[config.mk]
export PLATFORM = sky130hd
export DESIGN_NAME = sprite_compositor
export DESIGN_NICKNAME = d
export VERILOG_FILES = /design/src/rtl/sprite_compositor.sv
export SDC_FILE = /design/constraint.sdc
export NUM_CORES = 1
export LEC_CHECK = 0
export CAP_MARGIN = 20
export CORE_AREA = 2 2 240 242
export DETAILED_ROUTE_END_ITERATION = 16
export DIE_AREA = 0 0 242 244
export GPL_TIMING_DRIVEN = 0
export PLACE_DENSITY_LB_ADDON = 0.1
export SLEW_MARGIN = 20
export SYNTH_ARGS = -nofsm -noshare
export SYNTH_HDL_FRONTEND = slang
export SYNTH_SLANG_ARGS = --single-unit
[constraint.sdc]
create_clock -name clk -period 10.2 [get_ports clk]
set_input_delay 3.06 -clock clk [delete_from_list [all_inputs] [get_ports clk]]
set_output_delay 3.06 -clock clk [all_outputs]
set_load 0.01 [all_outputs]
[src/rtl/sprite_compositor.sv]
// Sprite compositor: layers NUM_SPR ROM-backed sprites, an overlay window and a
// full-screen background into one registered 12-bit pixel, three clocks after the
// pixel coordinates are presented. Sprite config is shadowed and copied to the
// active set only on a frame boundary, so a frame never shows a half-applied update.
module sprite_compositor #(
  parameter int          NUM_SPR    = 4,
  parameter int          SPR_W      = 40,
  parameter int          SPR_H      = 40,
  parameter int          SPR_AW     = 11,
  parameter int          OVL_X0     = 220,
  parameter int          OVL_Y0     = 190,
  parameter int          OVL_W      = 200,
  parameter int          OVL_H      = 100,
  parameter int          OVL_AW     = 15,
  parameter int          BG_AW      = 19,
  parameter logic [11:0] TRANSP_KEY = 12'h000,
  localparam int         IDX_W      = (NUM_SPR > 1) ? $clog2(NUM_SPR) : 1
) (
  input  logic                      clk,
  input  logic                      clr,
  input  logic [9:0]                pixel_x,
  input  logic [9:0]                pixel_y,
  input  logic                      video_on,
  input  logic                      hsync_i,
  input  logic                      vsync_i,
  input  logic                      frame_start,
  input  logic                      cfg_we,
  input  logic [IDX_W-1:0]          cfg_idx,
  input  logic [10:0]               cfg_x,
  input  logic [9:0]                cfg_y,
  input  logic                      cfg_en,
  input  logic                      cfg_commit,
  output logic                      commit_ack,
  input  logic                      ovl_en,
  output logic [NUM_SPR*SPR_AW-1:0] spr_addr,
  input  logic [NUM_SPR*12-1:0]     spr_data,
  output logic [OVL_AW-1:0]         ovl_addr,
  input  logic [11:0]               ovl_data,
  output logic [BG_AW-1:0]          bg_addr,
  input  logic [11:0]               bg_data,
  output logic                      hsync_o,
  output logic                      vsync_o,
  output logic [3:0]                red,
  output logic [3:0]                green,
  output logic [3:0]                blue
);

  // Window bounds widened by one bit so right/bottom edges clip instead of wrapping.
  localparam logic [10:0] OVL_XS  = 11'(OVL_X0);
  localparam logic [10:0] OVL_XE  = 11'(OVL_X0 + OVL_W);
  localparam logic [10:0] OVL_YS  = 11'(OVL_Y0);
  localparam logic [10:0] OVL_YE  = 11'(OVL_Y0 + OVL_H);
  localparam logic [11:0] SPR_W12 = 12'(SPR_W);
  localparam logic [10:0] SPR_H11 = 11'(SPR_H);

  logic [10:0]         sh_x_r  [NUM_SPR];
  logic [9:0]          sh_y_r  [NUM_SPR];
  logic [NUM_SPR-1:0]  sh_en_r;
  logic [10:0]         act_x_r [NUM_SPR];
  logic [9:0]          act_y_r [NUM_SPR];
  logic [NUM_SPR-1:0]  act_en_r;
  logic                pending_r;

  logic [10:0]         px_s;
  logic [10:0]         py_s;
  logic [10:0]         dx_s [NUM_SPR];
  logic [9:0]          dy_s [NUM_SPR];
  logic [NUM_SPR-1:0]  hit_s;
  logic [SPR_AW-1:0]   spr_addr_s [NUM_SPR];
  logic                ovl_hit_s;
  logic [OVL_AW-1:0]   ovl_addr_s;
  logic [BG_AW-1:0]    bg_addr_s;

  logic [NUM_SPR-1:0]  hit1_r, hit2_r;
  logic                ovl_hit1_r, ovl_hit2_r;
  logic                von1_r, von2_r, hs1_r, hs2_r, vs1_r, vs2_r;

  logic [NUM_SPR-1:0]  opaque_s;
  logic [11:0]         spr_pix_s;
  logic                spr_found_s;
  logic [11:0]         pix_s;
  logic [11:0]         rgb_r;

  // Shadow writes, commit request tracking and the atomic shadow->active copy.
  always_ff @(posedge clk) begin
    if (clr) begin
      for (int i = 0; i < NUM_SPR; i++) begin
        sh_x_r[i]  <= 11'd0;
        sh_y_r[i]  <= 10'd0;
        act_x_r[i] <= 11'd0;
        act_y_r[i] <= 10'd0;
      end
      sh_en_r    <= {NUM_SPR{1'b0}};
      act_en_r   <= {NUM_SPR{1'b0}};
      pending_r  <= 1'b0;
      commit_ack <= 1'b0;
    end else begin
      commit_ack <= 1'b0;
      if (frame_start && pending_r) begin
        for (int i = 0; i < NUM_SPR; i++) begin
          act_x_r[i] <= sh_x_r[i];
          act_y_r[i] <= sh_y_r[i];
        end
        act_en_r   <= sh_en_r;
        pending_r  <= 1'b0;
        commit_ack <= 1'b1;
      end else if (cfg_commit) begin
        pending_r <= 1'b1;
      end
      // Copy above reads the pre-write shadow, so a same-cycle write lands only in shadow.
      if (cfg_we && (int'(cfg_idx) < NUM_SPR)) begin
        sh_x_r[cfg_idx]  <= cfg_x;
        sh_y_r[cfg_idx]  <= cfg_y;
        sh_en_r[cfg_idx] <= cfg_en;
      end
    end
  end

  // Stage-1 decode: per-layer hit test and ROM address for the presented pixel.
  always_comb begin
    px_s = {1'b0, pixel_x};
    py_s = {1'b0, pixel_y};
    for (int i = 0; i < NUM_SPR; i++) begin
      dx_s[i]  = px_s - act_x_r[i];
      dy_s[i]  = pixel_y - act_y_r[i];
      hit_s[i] = act_en_r[i]
              && (px_s >= act_x_r[i]) && ({1'b0, px_s} < ({1'b0, act_x_r[i]} + SPR_W12))
              && (pixel_y >= act_y_r[i]) && (py_s < ({1'b0, act_y_r[i]} + SPR_H11));
      spr_addr_s[i] = hit_s[i] ? (SPR_AW'(dy_s[i]) * SPR_AW'(SPR_W) + SPR_AW'(dx_s[i]))
                               : {SPR_AW{1'b0}};
    end
    ovl_hit_s  = ovl_en && (px_s >= OVL_XS) && (px_s < OVL_XE)
                        && (py_s >= OVL_YS) && (py_s < OVL_YE);
    ovl_addr_s = ovl_hit_s ? (OVL_AW'(py_s - OVL_YS) * OVL_AW'(OVL_W) + OVL_AW'(px_s - OVL_XS))
                           : {OVL_AW{1'b0}};
    bg_addr_s  = BG_AW'(pixel_y) * BG_AW'(10'd640) + BG_AW'(pixel_x);
  end

  // Stage 1 register: ROM addresses out, hit flags and timing carried alongside.
  always_ff @(posedge clk) begin
    if (clr) begin
      spr_addr   <= {(NUM_SPR*SPR_AW){1'b0}};
      ovl_addr   <= {OVL_AW{1'b0}};
      bg_addr    <= {BG_AW{1'b0}};
      hit1_r     <= {NUM_SPR{1'b0}};
      ovl_hit1_r <= 1'b0;
      von1_r     <= 1'b0;
      hs1_r      <= 1'b1;
      vs1_r      <= 1'b1;
    end else begin
      for (int i = 0; i < NUM_SPR; i++) begin
        spr_addr[i*SPR_AW +: SPR_AW] <= spr_addr_s[i];
      end
      ovl_addr   <= ovl_addr_s;
      bg_addr    <= bg_addr_s;
      hit1_r     <= hit_s;
      ovl_hit1_r <= ovl_hit_s;
      von1_r     <= video_on;
      hs1_r      <= hsync_i;
      vs1_r      <= vsync_i;
    end
  end

  // Stage 2 register: flags wait one clock for the ROM data to arrive.
  always_ff @(posedge clk) begin
    if (clr) begin
      hit2_r     <= {NUM_SPR{1'b0}};
      ovl_hit2_r <= 1'b0;
      von2_r     <= 1'b0;
      hs2_r      <= 1'b1;
      vs2_r      <= 1'b1;
    end else begin
      hit2_r     <= hit1_r;
      ovl_hit2_r <= ovl_hit1_r;
      von2_r     <= von1_r;
      hs2_r      <= hs1_r;
      vs2_r      <= vs1_r;
    end
  end

  // Layer select: overlay, then lowest-index opaque sprite, then background; blank outside video.
  always_comb begin
    spr_pix_s   = 12'h000;
    spr_found_s = 1'b0;
    for (int i = NUM_SPR - 1; i >= 0; i--) begin
      opaque_s[i] = hit2_r[i] && (spr_data[i*12 +: 12] != TRANSP_KEY);
      spr_pix_s   = opaque_s[i] ? spr_data[i*12 +: 12] : spr_pix_s;
      spr_found_s = spr_found_s | opaque_s[i];
    end
    if (!von2_r) begin
      pix_s = 12'h000;
    end else if (ovl_hit2_r) begin
      pix_s = ovl_data;
    end else if (spr_found_s) begin
      pix_s = spr_pix_s;
    end else begin
      pix_s = bg_data;
    end
  end

  // Stage 3 register: final pixel and syncs, aligned to the same clock.
  always_ff @(posedge clk) begin
    if (clr) begin
      rgb_r   <= 12'h000;
      hsync_o <= 1'b1;
      vsync_o <= 1'b1;
    end else begin
      rgb_r   <= pix_s;
      hsync_o <= hs2_r;
      vsync_o <= vs2_r;
    end
  end

  assign red   = rgb_r[3:0];
  assign green = rgb_r[7:4];
  assign blue  = rgb_r[11:8];

endmodule

* After elaboration in Yosys (flattened, before gate mapping) *
Memories as Yosys holds them, arrays and structs flattened.
Index checks and enable logic that the tools add are counted.

word-level totals
  register bits = 118
  memory bits (writable) = 168
  bits of input ports = 125
  logic and storage cells = 166
  memories = 4

operators by class
  add/sub/neg operators = 24
  multipliers = 6
  order comparisons = 22
  multiplexer cells = 31
  bitwise gates (word level) = 17
  reductions and logical operators = 39

memory list
  memory   words  width  read ports  clocked after memory_dff  wr ports  RTL line  source
  act_x_r  4      11     4           0                         4         59        logic [10:0] act_x_r [NUM_SPR];
  sh_x_r   4      11     4           0                         4         56        logic [10:0] sh_x_r [NUM_SPR];
  act_y_r  4      10     4           0                         4         60        logic [9:0] act_y_r [NUM_SPR];
  sh_y_r   4      10     4           0                         4         57        logic [9:0] sh_y_r [NUM_SPR];

operators with widths
  operator                                                            count
  2-to-1 mux 12 bit                                                   6
  2-to-1 mux 11 bit                                                   5
  2-to-1 mux 10 bit                                                   5
  adder 11 x 6 -> 12 bit, second input constant                       4
  < comparator 10 x 12 -> 1 bit                                       4
  nonzero test 12 bit                                                 4
  adder 10 x 6 -> 11 bit, second input constant                       4
  adder 11 bit                                                        4
  greater-or-equal comparator 10 x 11 -> 1 bit                        4
  < comparator 10 x 11 -> 1 bit                                       4
  subtractor 10 x 11 -> 11 bit                                        4
  greater-or-equal comparator 10 bit                                  4
  multiplier 10 x 3 -> 8 bit, second input constant                   4
  subtractor 10 bit                                                   4
  logical AND 1 bit                                                   26
  subtractor 10 x 8 -> 11 bit, second input constant                  2
  greater-or-equal comparator 10 x 8 -> 1 bit, second input constant  2
  < comparator 10 x 9 -> 1 bit, second input constant                 2
  adder 19 x 10 -> 19 bit                                             1
  adder 15 bit                                                        1
  multiplier 15 x 5 -> 12 bit, second input constant                  1
  OR reduction 2 bit                                                  7
  multiplier 10 x 3 -> 12 bit, second input constant                  1
  2-to-1 mux 1 bit                                                    11
  9 further kinds                                                     25

* Longest topological paths before layout *
  depth after elaboration = 8
  gate-level depth with buffers = 22
  gate-level depth less buffers = 22

* Least setup slack after synthesis *
OpenSTA, ideal clock, no wires.

  path kind = input port to flip-flop
  start point = input pixel_y[0]
  end point = register spr_addr[32]
  arrival time = 7.073 ns
  data required time = 10.084 ns
  path slack = 3.011 ns
  cell stages on the path = 22
  buffers on the path = 0
  cell sequence = inv_1 ha_1 inv_1 fa_1 a21o_1 a21oi_1 xnor2_1 and2_1 or2_2 inv_1 ha_1 a21o_1 a21oi_1 xor2_1 fa_1 inv_1 ha_1 a21o_1 a31o_2 xnor2_1 xnor2_1 nor2_1

on the way
  word-level cells in the longest chain between the ends = 5
  elaborated cells on any way between the ends = 9

RTL lines
  element                                               RTL line  source
  start: declaration                                    22        input logic [9:0] pixel_y,
  branches (longest 5 deep; another with adder 11 bit)  --
  end signal: assignment                                142       spr_addr <= {(NUM_SPR*SPR_AW){1'b0}};
  end signal: indexed assignment                        152       spr_addr[i*SPR_AW +: SPR_AW] <= spr_addr_s[i];
  end: declaration                                      35        output logic [NUM_SPR*SPR_AW-1:0] spr_addr,

Several ways; the timed one is not identified.
A chain may end at the register's enable or synchronous reset.

* Final worst setup path *
Same ends and word-level chain as after synthesis.

==> results.txt <==
Top-area cell type share of the netlist area: 25.71%
Worst setup startpoint: pixel_y[0]
Layout cells sized above 1: 4.580%
Vias in the first global route: 14955
Worst path cell trace: clkdlybuf4s50_1, inv_1, ha_1, inv_1, fa_1, a21o_1, a21oi_1, xnor2_1, and2_1, or2_2, inv_1, ha_1, a21o_1, a21oi_1, xor2_1, fa_1, inv_1, ha_1, a21o_1, a31o_2, xnor2_1, xnor2_1, nor2_1
Most common cell in the netlist: ha_1
R2R setup slack: 5570 ps
Max-slew violation count: 0
Syn Area/Cell: 9.987 um^2
Hold Path Origin: vs1_r
Crit path time final: 8008 ps
Fmax: 124.9 MHz
Post-CTS Resized: 0
Clock root cell: clkbuf_16
Crit path max fanout: 6
Final setup margin: 2192 ps
GRT overflow: 0
Post-synth EDFFs: 168
Cts bufs inserted: 36
Async set-or-reset flop fraction in the synthesized netlist: 0%
Post-Synthesis Cells: 1965
Synth Warn #: 0
Post-synth top cells: 268 x ha_1, 233 x inv_1, 204 x nor2_1, 168 x edfxtp_1, 118 x dfxtp_1
Hold Vio Cnt, Final: 0
Placed cell areas: 22730 um^2
Detailed Place HPWL: 45.16 mm
Pwr Total: 4461 uW
TritonCTS clock tree: done
Worst-path clk slew: 50 ps
Max clock buf depth: 3
Crit path capture type: flip-flop
Sequential area share after synthesis: 37.74%
Pwr/cell area: 186.4 nW/um^2
Post CTS Setup Buffer Count: 0
Initial antenna violation count: 1
Layout area overhead: 21.93%
Clk sink count: 286
Die X: 242 um
First-pass GRT wire length: 89.42 mm
Max-slew headroom: 26.16%
Die area: 59050 um^2
DR vias: 14686
Max-cap violations: 0
Period utilization: 78.51%
Most frequent CP cell: inv_1
Synthesized flop and latch total: 286
Number of vias per cell: 4.886
Gr usage total: 19.92%
Synth cell types: 72
RSZ-0062 raised after global routing: false
Critical path's slowest cell: clkdlybuf4s50_1
Fin Setup TNS: 0 ps
Post-route ant nets: 0
H-tree depth: 2
Cell taking the most area after synthesis: edfxtp_1
R2r worst-path depth: 19
Worst Tran Pin Value: 1104 ps
Crit path arrival time: 8430 ps
CP endpoint: spr_addr[32]
Design area: 23930 um^2
# rows: 87
Input/output buffers: 217
Worst IR Drop VDD: 0.1418 mV
CORE AREA: 56170 um^2
Drt total wl: 58.36 mm
Worst clock skew: 17.31 ps
Largest net degree at the start of global routing: 45
Status: complete, no violations
Reg2reg end: spr_addr[10]
Worst setup SP type: input pin
Setup violations, final: 0
Mapped cell area: 19630 um^2
CP peak stage delay: 590 ps
Iter 0 DRT Violations: 677
Die height: 244 um
Synth Flop Type: edfxtp_1
Drt drc: 0
Mean routed wirelength per cell: 19.41 um
Later-pin clock latency in the skew report: 550 ps
Post-CTS Hold Buffers: 0
Initial Util: 34.94%
Placement Setup Slack: 1610 ps
Synth Net Count: 2415
Worst reg2reg path startpoint: act_y_r[0][0]
Area contributors post-synth: edfxtp_1 26%, ha_1 17%, dfxtp_1 12%, fa_1 5.8%, xnor2_1 5.0%
Worst Path Required: 10630 ps
Num ports: 218
Router iterations before antenna repair: 5
GPL Wtd Cong: 0.8767
Leak: 0.01021 uW
WS Path Type: input pin to flip-flop
# nets final: 2672
Hold Crit Class: flip-flop to flip-flop
==> power breakdown <==
group	leakage (uW)	switching [uW]	internal [uW]
Clock	0.000582	505	775
Sequential	0.00267	32.4	1290
Combinational	0.00696	972	889
==> worst min-delay path by stage <==
| stage | to | depth (start not counted) |
|---|---|---|
| after floorplan | hs2_r | 1 |
| after global placement | vs2_r | 1 |
| after detailed placement | vsync_o | 1 |
| after CTS | vsync_o | 1 |
| after global routing | vs2_r | 1 |
| final | vs2_r | 1 |
==> critical path: cells and delay by family <==
family	cells	cell delay (ps)
fa+ha+maj	5	1670
buf+inv	5	1270
xor+xnor	4	560
compound gates	6	1310
simple gates	3	560
==> layout make-up <==
type	instances	area, um^2
clock inverters	15	177.7
inverters	233	877.1
diodes	1	2.502
clock buffers	50	1013
flip-flops and latches	286	7407
repair buffers	219	2160
plain buffers	42	161.4
fillers	5546	32240
multi-input cells	1404	11180
well taps	756	945.9
==> registers in the layout (all words and copies together) (netlist names), 4 cells and up <==
name,flops
sh_y_r,40
spr_addr,44
act_en_r,4
sh_x_r,44
sh_en_r,4
act_y_r,40
ovl_addr,15
bg_addr,19
rgb_r,12
act_x_r,44
hit2_r,4
hit1_r,4
==> layout by cell type, fill, tap and decap left out, drive strengths merged, types with 5 or more instances in the layout <==
cell and n:
nor3b 5, o31ai 5, edfxtp 168, o21ai 70, nand4 9, a22o 5
nor4 17, dfxtp 118, xnor2 114, mux2i 16, o21a 19, and2 90
buf 20, a21o 50, nand2 78, xor2 52, clkinv 8, nor3 36
a221oi 14, nand3 16, nand3b 6, o211ai 9, a31oi 18, a21oi 105
inv 235, clkbuf 86, nor2b 27, nor2 205, fa 57, or3 6
or2 12, ha 268, o2111ai 6, a2111oi 8, clkdlybuf4s50 205, nand2b 27
==> stage by stage <==
| step | std cells | hold WS, ps | utilization [%] |
|---|---|---|---|
| floorplan | 1965 | 389.5 | - |
| CTS | 3005 | 406.5 | 42.59 |
| global route | 3005 | 414.8 | 42.60 |
| finish | 3006 | 406.8 | 42.60 |
| global placement | 2938 | 394.0 | 40.49 |
| detailed placement | 2940 | 394.4 | 40.47 |
==> cells by family (layout without fill, tap and decap cells) <==
kind of cell | count (synthesis) | in the layout | synth area share, %
simple gates | 542 | 542 | 13.52
compound gates | 349 | 349 | 11.69
fa+ha+maj | 325 | 325 | 22.90
flops | 286 | 286 | 37.74
buf+inv | 275 | 559 | 5.279
xor+xnor | 170 | 170 | 7.944
mux | 18 | 18 | 0.9308
other cells | 0 | 1 | 0
==> per-layer routing <==
metal / GRT usage (%) / wire length (um) / vias up
li1: - / - / 7300
met2: 31.88 / 26160 / 379
met1: 26.47 / 26680 / 6904
met4: 9.168 / 2566 / 0
met5: 0 / 0 / -
met3: 3.161 / 2954 / 103
(Power assumes the default switching activity.)
